==> src/rtl/board_status_csr_if.sv <==
// Avalon-MM bus carrying host register reads and writes from the PCIe BAR
// to board_status_csr.
interface board_status_csr_if;
  logic [2:0]  avs_address;
  logic        avs_read;
  logic        avs_write;
  logic [31:0] avs_writedata;
  logic [3:0]  avs_byteenable;
  logic [31:0] avs_readdata;
  logic        avs_waitrequest;
  logic        avs_readdatavalid;

  modport master (
    output avs_address, avs_read, avs_write, avs_writedata, avs_byteenable,
    input  avs_readdata, avs_waitrequest, avs_readdatavalid
  );

  modport slave (
    input  avs_address, avs_read, avs_write, avs_writedata, avs_byteenable,
    output avs_readdata, avs_waitrequest, avs_readdatavalid
  );
endinterface

==> src/rtl/board_status_csr.sv <==
// Board identity / calibration / PCIe reset-history CSR block with a 64-bit
// uptime counter and host-programmable LED driver, on the config clock.
module board_status_csr #(
  parameter logic [31:0] BOARD_ID  = 32'h5E5D_0001,
  parameter int unsigned BLINK_DIV = 25_000_000
) (
  input  logic                     clk,
  input  logic                     reset,
  board_status_csr_if.slave        avs,
  input  logic [3:0]               cal_success,
  input  logic [3:0]               cal_fail,
  input  logic                     pcie_npor,
  output logic [7:0]               leds
);

  typedef enum logic [2:0] {
    ADDR_ID, ADDR_SCRATCH, ADDR_STATUS, ADDR_STICKY,
    ADDR_LED_CTRL, ADDR_NPOR_COUNT, ADDR_UPTIME_LO, ADDR_UPTIME_HI
  } csr_addr_e;

  typedef enum logic [1:0] {LED_OFF, LED_STATIC, LED_BLINK, LED_HEARTBEAT} led_mode_e;

  localparam int unsigned         DIV_W    = $clog2(BLINK_DIV);
  localparam logic [DIV_W-1:0]    DIV_LAST = DIV_W'(BLINK_DIV - 1);

  logic [8:0]       sync1, sync2;
  logic [4:0]       edge_prev;
  logic [63:0]      cnt;
  logic [31:0]      shadow, scratch;
  logic [4:0]       sticky;
  logic [15:0]      npor_count;
  led_mode_e        led_mode;
  logic [7:0]       pattern;
  logic [DIV_W-1:0] div;
  logic             phase;
  logic             waitreq, rd_p1, rdv;
  logic [31:0]      rd_hold, rdata, rd_mux;
  logic [7:0]       led_next;

  wire [3:0]  cal_success_s = sync2[3:0];
  wire [3:0]  cal_fail_s    = sync2[7:4];
  wire        npor_s        = sync2[8];
  wire [3:0]  fail_rise     = cal_fail_s & ~edge_prev[3:0];
  wire        npor_fall     = ~npor_s & edge_prev[4];

  csr_addr_e  addr;
  assign addr = csr_addr_e'(avs.avs_address);

  // A read colliding with a write is dropped; the write still lands.
  wire        wr_acc = avs.avs_write & ~waitreq;
  wire        rd_acc = avs.avs_read & ~avs.avs_write & ~waitreq;
  wire [3:0]  be     = avs.avs_byteenable;
  wire [31:0] wmask  = {{8{be[3]}}, {8{be[2]}}, {8{be[1]}}, {8{be[0]}}};
  wire [4:0]  sticky_clr = (wr_acc && addr == ADDR_STICKY) ?
                           (avs.avs_writedata[4:0] & {5{be[0]}}) : 5'd0;
  wire        led_ctl_wr0 = wr_acc && addr == ADDR_LED_CTRL && be[0];

  assign avs.avs_waitrequest   = waitreq;
  assign avs.avs_readdatavalid = rdv;
  assign avs.avs_readdata      = rdata;

  always_comb begin
    // NOTE: every combinational output gets a default first so no path leaves it unassigned (no latch).
    rd_mux = '0;
    case (addr)
      ADDR_ID:         rd_mux = BOARD_ID;
      ADDR_SCRATCH:    rd_mux = scratch;
      ADDR_STATUS:     rd_mux = {23'd0, npor_s, cal_fail_s, cal_success_s};
      ADDR_STICKY:     rd_mux = {27'd0, sticky};
      ADDR_LED_CTRL:   rd_mux = {16'd0, pattern, 6'd0, led_mode};
      ADDR_NPOR_COUNT: rd_mux = {16'd0, npor_count};
      ADDR_UPTIME_LO:  rd_mux = cnt[31:0];
      ADDR_UPTIME_HI:  rd_mux = shadow;
      default:         rd_mux = '0;
    endcase
  end

  always_comb begin
    led_next = '0;
    case (led_mode)
      LED_OFF:       led_next = '0;
      LED_STATIC:    led_next = pattern;
      LED_BLINK:     led_next = phase ? pattern : 8'd0;
      LED_HEARTBEAT: led_next = {phase, 3'b000, cal_success_s};
      default:       led_next = '0;
    endcase
  end

  // NOTE: sequential state uses non-blocking assignments so every flop samples pre-edge values.
  always_ff @(posedge clk or posedge reset) begin
    if (reset) begin
      sync1     <= '0;
      sync2     <= '0;
      edge_prev <= '0;
      cnt       <= '0;
    end else begin
      sync1     <= {pcie_npor, cal_fail, cal_success};
      sync2     <= sync1;
      edge_prev <= sync2[8:4];
      cnt       <= cnt + 64'd1;
    end
  end

  always_ff @(posedge clk or posedge reset) begin
    if (reset) begin
      scratch    <= '0;
      sticky     <= '0;
      npor_count <= '0;
      led_mode   <= LED_OFF;
      pattern    <= '0;
      shadow     <= '0;
    end else begin
      if (wr_acc && addr == ADDR_SCRATCH)
        scratch <= (scratch & ~wmask) | (avs.avs_writedata & wmask);
      // Set after clear: a new event beats a same-cycle W1C.
      sticky <= (sticky & ~sticky_clr) | {npor_fall, fail_rise};
      if (wr_acc && addr == ADDR_NPOR_COUNT)
        npor_count <= '0;
      else if (npor_fall && npor_count != 16'hFFFF)
        npor_count <= npor_count + 16'd1;
      if (led_ctl_wr0)
        led_mode <= led_mode_e'(avs.avs_writedata[1:0]);
      if (wr_acc && addr == ADDR_LED_CTRL && be[1])
        pattern <= avs.avs_writedata[15:8];
      if (rd_acc && addr == ADDR_UPTIME_LO)
        shadow <= cnt[63:32];
    end
  end

  always_ff @(posedge clk or posedge reset) begin
    if (reset) begin
      div   <= '0;
      phase <= 1'b0;
      leds  <= '0;
    end else begin
      if (led_ctl_wr0) begin
        div   <= '0;
        phase <= 1'b0;
      end else if (div == DIV_LAST) begin
        div   <= '0;
        phase <= ~phase;
      end else begin
        div <= div + DIV_W'(1);
      end
      leds <= led_next;
    end
  end

  // Two-stage read pipe: capture at accept, present one edge later.
  always_ff @(posedge clk or posedge reset) begin
    if (reset) begin
      waitreq <= 1'b1;
      rd_p1   <= 1'b0;
      rd_hold <= '0;
      rdv     <= 1'b0;
      rdata   <= '0;
    end else begin
      waitreq <= 1'b0;
      rd_p1   <= rd_acc;
      if (rd_acc) rd_hold <= rd_mux;
      rdv     <= rd_p1;
      if (rd_p1) rdata <= rd_hold;
    end
  end

endmodule

==> src/flat_wrapper.sv <==
// flat-port wrapper written by rule: the top's interface ports become plain ports
module board_status_csr_flat 
#(
  parameter logic [31:0] BOARD_ID  = 32'h5E5D_0001,
  parameter int unsigned BLINK_DIV = 25_000_000
)
  (clk, reset, cal_success, cal_fail, pcie_npor, leds, avs_avs_address, avs_avs_read, avs_avs_write, avs_avs_writedata, avs_avs_byteenable, avs_avs_readdata, avs_avs_waitrequest, avs_avs_readdatavalid);
  board_status_csr_if avs_i ();
  input  logic clk;
  input  logic reset;
  input  logic [3:0] cal_success;
  input  logic [3:0] cal_fail;
  input  logic pcie_npor;
  output logic [7:0] leds;
  input wire logic [$bits(avs_i.avs_address)-1:0] avs_avs_address;
  input wire logic [$bits(avs_i.avs_read)-1:0] avs_avs_read;
  input wire logic [$bits(avs_i.avs_write)-1:0] avs_avs_write;
  input wire logic [$bits(avs_i.avs_writedata)-1:0] avs_avs_writedata;
  input wire logic [$bits(avs_i.avs_byteenable)-1:0] avs_avs_byteenable;
  output wire logic [$bits(avs_i.avs_readdata)-1:0] avs_avs_readdata;
  output wire logic [$bits(avs_i.avs_waitrequest)-1:0] avs_avs_waitrequest;
  output wire logic [$bits(avs_i.avs_readdatavalid)-1:0] avs_avs_readdatavalid;
  assign avs_i.avs_address = avs_avs_address;
  assign avs_i.avs_read = avs_avs_read;
  assign avs_i.avs_write = avs_avs_write;
  assign avs_i.avs_writedata = avs_avs_writedata;
  assign avs_i.avs_byteenable = avs_avs_byteenable;
  assign avs_avs_readdata = avs_i.avs_readdata;
  assign avs_avs_waitrequest = avs_i.avs_waitrequest;
  assign avs_avs_readdatavalid = avs_i.avs_readdatavalid;
  board_status_csr #(.BOARD_ID(BOARD_ID), .BLINK_DIV(BLINK_DIV)) u_core (.clk(clk), .reset(reset), .avs(avs_i), .cal_success(cal_success), .cal_fail(cal_fail), .pcie_npor(pcie_npor), .leds(leds));
endmodule
==> config.mk <==
export PLATFORM = sky130hd
export DESIGN_NAME = board_status_csr_flat
export DESIGN_NICKNAME = d
export VERILOG_FILES = /design/src/rtl/board_status_csr_if.sv /design/src/rtl/board_status_csr.sv /design/src/flat_wrapper.sv
export SDC_FILE = /design/constraint.sdc
export NUM_CORES = 1
export LEC_CHECK = 0
export CAP_MARGIN = 15
export CORE_MARGIN = 2
export CORE_UTILIZATION = 53
export DETAILED_ROUTE_END_ITERATION = 7
export HOLD_SLACK_MARGIN = 0.15
export PLACE_DENSITY = 0.8
export SLEW_MARGIN = 20
export SYNTH_ARGS = -nofsm -noshare
export SYNTH_HDL_FRONTEND = slang
export SYNTH_SLANG_ARGS = --single-unit
==> constraint.sdc <==
create_clock -name clk -period 8.9 [get_ports clk]
set_input_delay 0.89 -clock clk [delete_from_list [all_inputs] [get_ports clk]]
set_output_delay 0.89 -clock clk [all_outputs]
set_load 0.03 [all_outputs]
-- Word level (Yosys, flattened, before mapping)
Index checks and enable logic that the tools add are counted.
- equal/unequal tests: 12
- add/sub/neg operators: 3
- reductions and logical operators: 12
- bitwise operators: 18
- mux-type cells: 10
- operators with widths (cell ; number):
    one-hot mux 32 bit (8 select lines) ; 1
    adder 64 x 1 -> 64 bit, second input constant ; 1
    AND 32 bit ; 2
    two-way mux 25 bit ; 2
    two-way mux 16 bit ; 2
    NOT 32 bit ; 1
    OR 32 bit ; 1
    one-hot mux 8 bit (4 select lines) ; 1
    adder 25 x 1 -> 25 bit, second input constant ; 1
    == test 25 bit, second input constant ; 1
    adder 16 x 1 -> 16 bit, second input constant ; 1
    != test 16 bit, second input constant ; 1
    == test 3 bit, second input constant ; 4
    AND 5 bit ; 2
    logical AND 1 bit ; 8
    two-way mux 8 bit ; 1
    == test 3 x 2 -> 1 bit, second input constant ; 2
    two-way mux 5 bit ; 1
    NOT 5 bit ; 1
    OR 5 bit ; 1
    AND 1 bit ; 4
    AND 4 bit ; 1
    == test 2 bit, second input constant ; 2
    NOT 1 bit ; 4
    other kinds (7) ; 9
- bits of input ports: 52
- flip-flop bits (word level): 283
- logic and storage cells: 73

-- Longest topological paths before layout
- depth after elaboration: 7
- mapped depth: 8

-- Least setup slack after synthesis
Ideal clock, no wire load.
- path kind: input -> register
- start: input port avs_avs_address[0]
- end: register with a tool-made name
- cell stages on the path: 6
- data arrival time: 2.220 ns
- slack: 6.552 ns
- required time: 8.772 ns
- cells stage by stage: buf_2 -> inv_1 -> or2_2 -> nor3_2 -> nand2_1 -> mux2_1
- RTL lines (item ; line ; source):
    start, declared ; flat_wrapper.sv:15 ; input wire logic [$bits(avs_i.avs_address)-1:0] avs_avs_address;

==> results.md <==
| Group | Parameter | Value |
|:---|:---|:---|
| outcome | Status | finished clean |
| sta | Highest attainable clock frequency | 340 MHz |
| routing | Number of remaining DRC errors | 0 |
| power | Switch share | 26.5% |
| die | Die area | 24,500 µm² |
| die | Vertical die dimension | 157 µm |
| clocking | Number of clock sinks seen by CTS | 283 |
| power | Sequential share of power | 48.6% |
| critical path | Crit. End Element | flop |
| routing | Per-cell routed wire length | 19.2 µm |
| global routing | Via count of the first global-routing pass | 8,463 |
| place | Count of buffers from port buffering | 93 |
| clocking | Clock latency on the worst-skew pair | 530 ps |
| sta | Period utilisation layout | 33.1% |
| cells and area | Highest-count cells in the layout ignoring fill and taps | 282 x dfrtp_1, 110 x mux2_2, 98 x nor2_1 |
| routing | Initial DRC count | 766 |
| clocking | Hold-fix buffer count after cts | 0 |
| sta | Final period demand of the worst path | 2940 ps |
| sta | Setup_tns | 0 ps |
| sta | Smallest setup slack after layout | 5960 ps |
| critical path | CP Data Arrival Time | 3350 ps |
| clocking | Clock buffers created by TritonCTS | 28 |
| sta | Worst hold slack | 350 ps |
| place | Area post-placement | 13,600 µm² |
| place | RePlAce Congestion | 0.919 |
| place | Detailed Place HPWL | 19.4 mm |
| yosys | Number of warnings reported in the yosys synthesis log | 0 |
| routing | DR vias/cell | 5.75 |
| die | Core area | 22,800 µm² |
| cells and area | Post-layout net count | 1,178 |
| clocking | Number of buffers between clock root and the deepest sink | 3 |
| routing | Number of routed nets with antenna violations | 0 |
| yosys | Fraction of the yosys area taken by sequential cells | 57.4% |
| sta | Remaining max-slew budget at the tightest pin | 29.7% |
| critical path | Slowest cell on the critical path | buf_4 |
| die | Initial Util | 54.2% |
| critical path | Worst Setup Start Kind | primary input |
| clocking | Clock tree from TritonCTS | yes |
| critical path | CP delay by family, top | simple AND/OR/NAND/NOR gates |
| hold path | Hold_sp | u_core.sync1[6]$_DFF_PP0_ |
| critical path | CP cell instances | buf_2 -> buf_4 -> inv_1 -> or2_2 -> nor3_2 -> nand2_1 -> mux2_1 |
| global routing | Pin count of the biggest net entering global routing | 151 |
| clocking | Resized Gates After CTS | 0 |
| power | Pwr per Cell Area | 225 nW/µm² |
| die | Io pins | 94 |
| cells and area | # fillers | 1,678 |
| power | Psw | 0.866 mW |
| power | Internal Dissipation | 2.41 mW |
| critical path | Critical path buffers and inverters | 3 |
| routing | Initial DRT Pass Iterations | 5 |
| routing | Total Routed Length | 28.1 mm |
| yosys | Synthesized netlist net count | 1,081 |
| global routing | Overall fraction of global-route tracks in use | 23.5% |
| yosys | Mean Syn Cell Area | 12.0 µm² |
| clocking | Clock-pin slew on the worst setup and hold paths | 60 ps |
| sta | Unrepaired setup endpoints after global routing | no |
| global routing | Wire length of the first global-routing pass | 45.2 mm |
| clocking | Count of H-tree levels built during CTS | 1 |
| place | Minimum setup slack after placement | 5410 ps |
| yosys | Count of distinct cell types in the synthesized netlist | 49 |
| sta | Clk_skew | 10.3 ps |
| hold path | Worst hold path depth | 0 |
| power | Peak VDD IR | 0.172 mV |
| sta | Number of pins exceeding their max-slew limit in the final report | 0 |
| sta | Finish-stage setup viols | 0 |
| global routing | Number of antenna violations at the first check in global routing | 1 |
| job | Max-cap violations | 0 |
| cells and area | Layout-stage area growth over the synthesis result | 18.1% |
| yosys | Count of flip-flops with a built-in enable after synthesis | 0 |
| power | Leakage power summed over all cells | 6.51 nW |
| hold path | Sink of the worst hold path | u_core.sync2[6]$_DFF_PP0_ |
| sta | Hold violation total from the final report | 0 |
| clocking | Setup fix buffers added after clock tree synthesis | 0 |
| power | Clock Power Share | 36.7% |
| sta | Least-Margin Pin Slew | 1050 ps |
| yosys | Combined area of all synthesized cells | 12,300 µm² |
| critical path | Register-to-Register Setup Slack | 6170 ps |
| critical path | Slowest stage delay, CP | 590 ps |
| clocking | Root cell of the clock tree | clkbuf_16 |
| cells and area | Most common library cell in the layout ignoring fill and taps | dfrtp_1 |
| cells and area | Post-route cell area | 14,600 µm² |
| critical path | Worst R2R Path Depth | 5 |
| global routing | Total congestion overflow after global routing | 0 |
| hold path | Hold WC Path Type | flop to flop |
| critical path | Crit Reg-Reg Startpoint | u_core.cnt[13]$_DFF_PP0_ |
| critical path | R2R Path End | u_core.cnt[59]$_DFF_PP0_ |
| cells and area | Fraction of layout cells with a size suffix above 1 | 17.6% |
| power | Combinational cell fraction of total power | 14.7% |
| yosys | Share of synthesized registers carrying an async set or reset | 100% |
| yosys | Synthesized netlist cell count | 1,026 |
| die | Horizontal die dimension | 157 µm |
| critical path | Worst Path Class, Setup | primary input to flop |
| routing | Via count | 8,387 |
| yosys | Yosys reg bits | 283 |
| yosys | Predominant post-synthesis flop cell | dfrtp_1 |
| critical path | Required arrival time at the worst endpoint | 9310 ps |
| die | Standard-cell rows | 55 |
| critical path | Highest fanout seen on the critical path | 45 |
==> worst max path at each step <==
stage | startpoint | to | slack [ps] | cells after the start
floorplan | reset | async pin | 200 | 1
global placement | avs_avs_address[0] | flop | 5470 | 7
detailed placement | avs_avs_address[0] | flop | 5410 | 7
CTS | avs_avs_address[0] | flop | 5960 | 7
global route | avs_avs_address[0] | flop | 5810 | 7
finish | avs_avs_address[0] | flop | 5960 | 7
==> cell usage after synthesis (3+ instances only) <==
library cell / number / share of area (%)
nand4_2: 4 / 0.41
and4_1: 6 / 0.43
buf_2: 11 / 0.45
nand2b_1: 3 / 0.15
xnor2_1: 45 / 3.2
a221oi_1: 11 / 0.78
a21oi_1: 15 / 0.61
nor4_1: 16 / 0.81
o22a_1: 10 / 0.71
and3_1: 18 / 0.91
o21ai_0: 28 / 1.1
dfrtp_1: 282 / 57
xor2_1: 55 / 3.9
nand3_1: 43 / 1.7
clkbuf_1: 19 / 0.58
or2_2: 3 / 0.15
nor3_1: 21 / 0.85
nand2_1: 87 / 2.6
and2_1: 7 / 0.35
nor2b_1: 3 / 0.15
nor2_1: 98 / 3.0
buf_1: 6 / 0.18
ha_1: 3 / 0.30
mux2_2: 110 / 10
mux2i_1: 24 / 1.9
inv_1: 14 / 0.43
mux4_2: 11 / 2.0
a32o_1: 3 / 0.24
nand4_1: 35 / 1.8
nor4_2: 5 / 0.51
a22o_1: 6 / 0.43
==> routing by layer <==
metal | part of all wire [%] | GRT usage, %
met1 | 44 | 33.9
met2 | 47 | 37.2
met3 | 6.1 | 3.93
met4 | 2.5 | 6.95
met5 | 0 | 0
==> power groups by stage <==
stage                     clock, mW  sequential [mW]  combinational (mW)
after CTS                      1.23             1.59               0.485
final                          1.20             1.59               0.481
after global routing           1.29             1.61               0.526
after global placement            0             1.60               0.468
after detailed placement          0             1.61               0.483
after floorplan                   0             1.64               0.244
==> cells by family (layout without fill, tap and decap cells) <==
logic type | count (synthesis) | in the layout | share of synthesized area (%)
other | 1 | 2 | 0.0304
flip-flops | 283 | 283 | 57.4
buffers and inverters | 51 | 170 | 1.72
AO/OA/AOI/OAI | 83 | 83 | 4.53
multiplexers | 146 | 146 | 14.1
AND/OR/NAND/NOR | 359 | 359 | 14.8
XOR/XNOR | 100 | 100 | 7.10
adder cells (fa/ha/maj) | 3 | 3 | 0.304
==> area by class of cell <==
type | instances | area (µm²) | area share [%]
flip-flops and latches | 283 | 7080 | 48.6
multi-input cells | 692 | 5060 | 34.8
repair buffers | 104 | 1010 | 6.92
clock buffers | 40 | 817 | 5.61
well taps | 313 | 392 | 2.69
clock inverters | 12 | 138 | 0.945
inverters | 14 | 65.1 | 0.447
diodes | 1 | 2.50 | 0.0172
==> through the flow <==
stage          power (mW)  instances  util (%)
6_report             3.27       1459      64.0
3_5_place_dp         2.09       1406      59.7
5_1_grt              3.42       1459      64.0
2_1_floorplan        1.89       1026         -
3_3_place_gp         2.07       1406      59.7
4_1_cts              3.30       1458      63.9
Note: power is estimated with default switching activity, not from simulation.
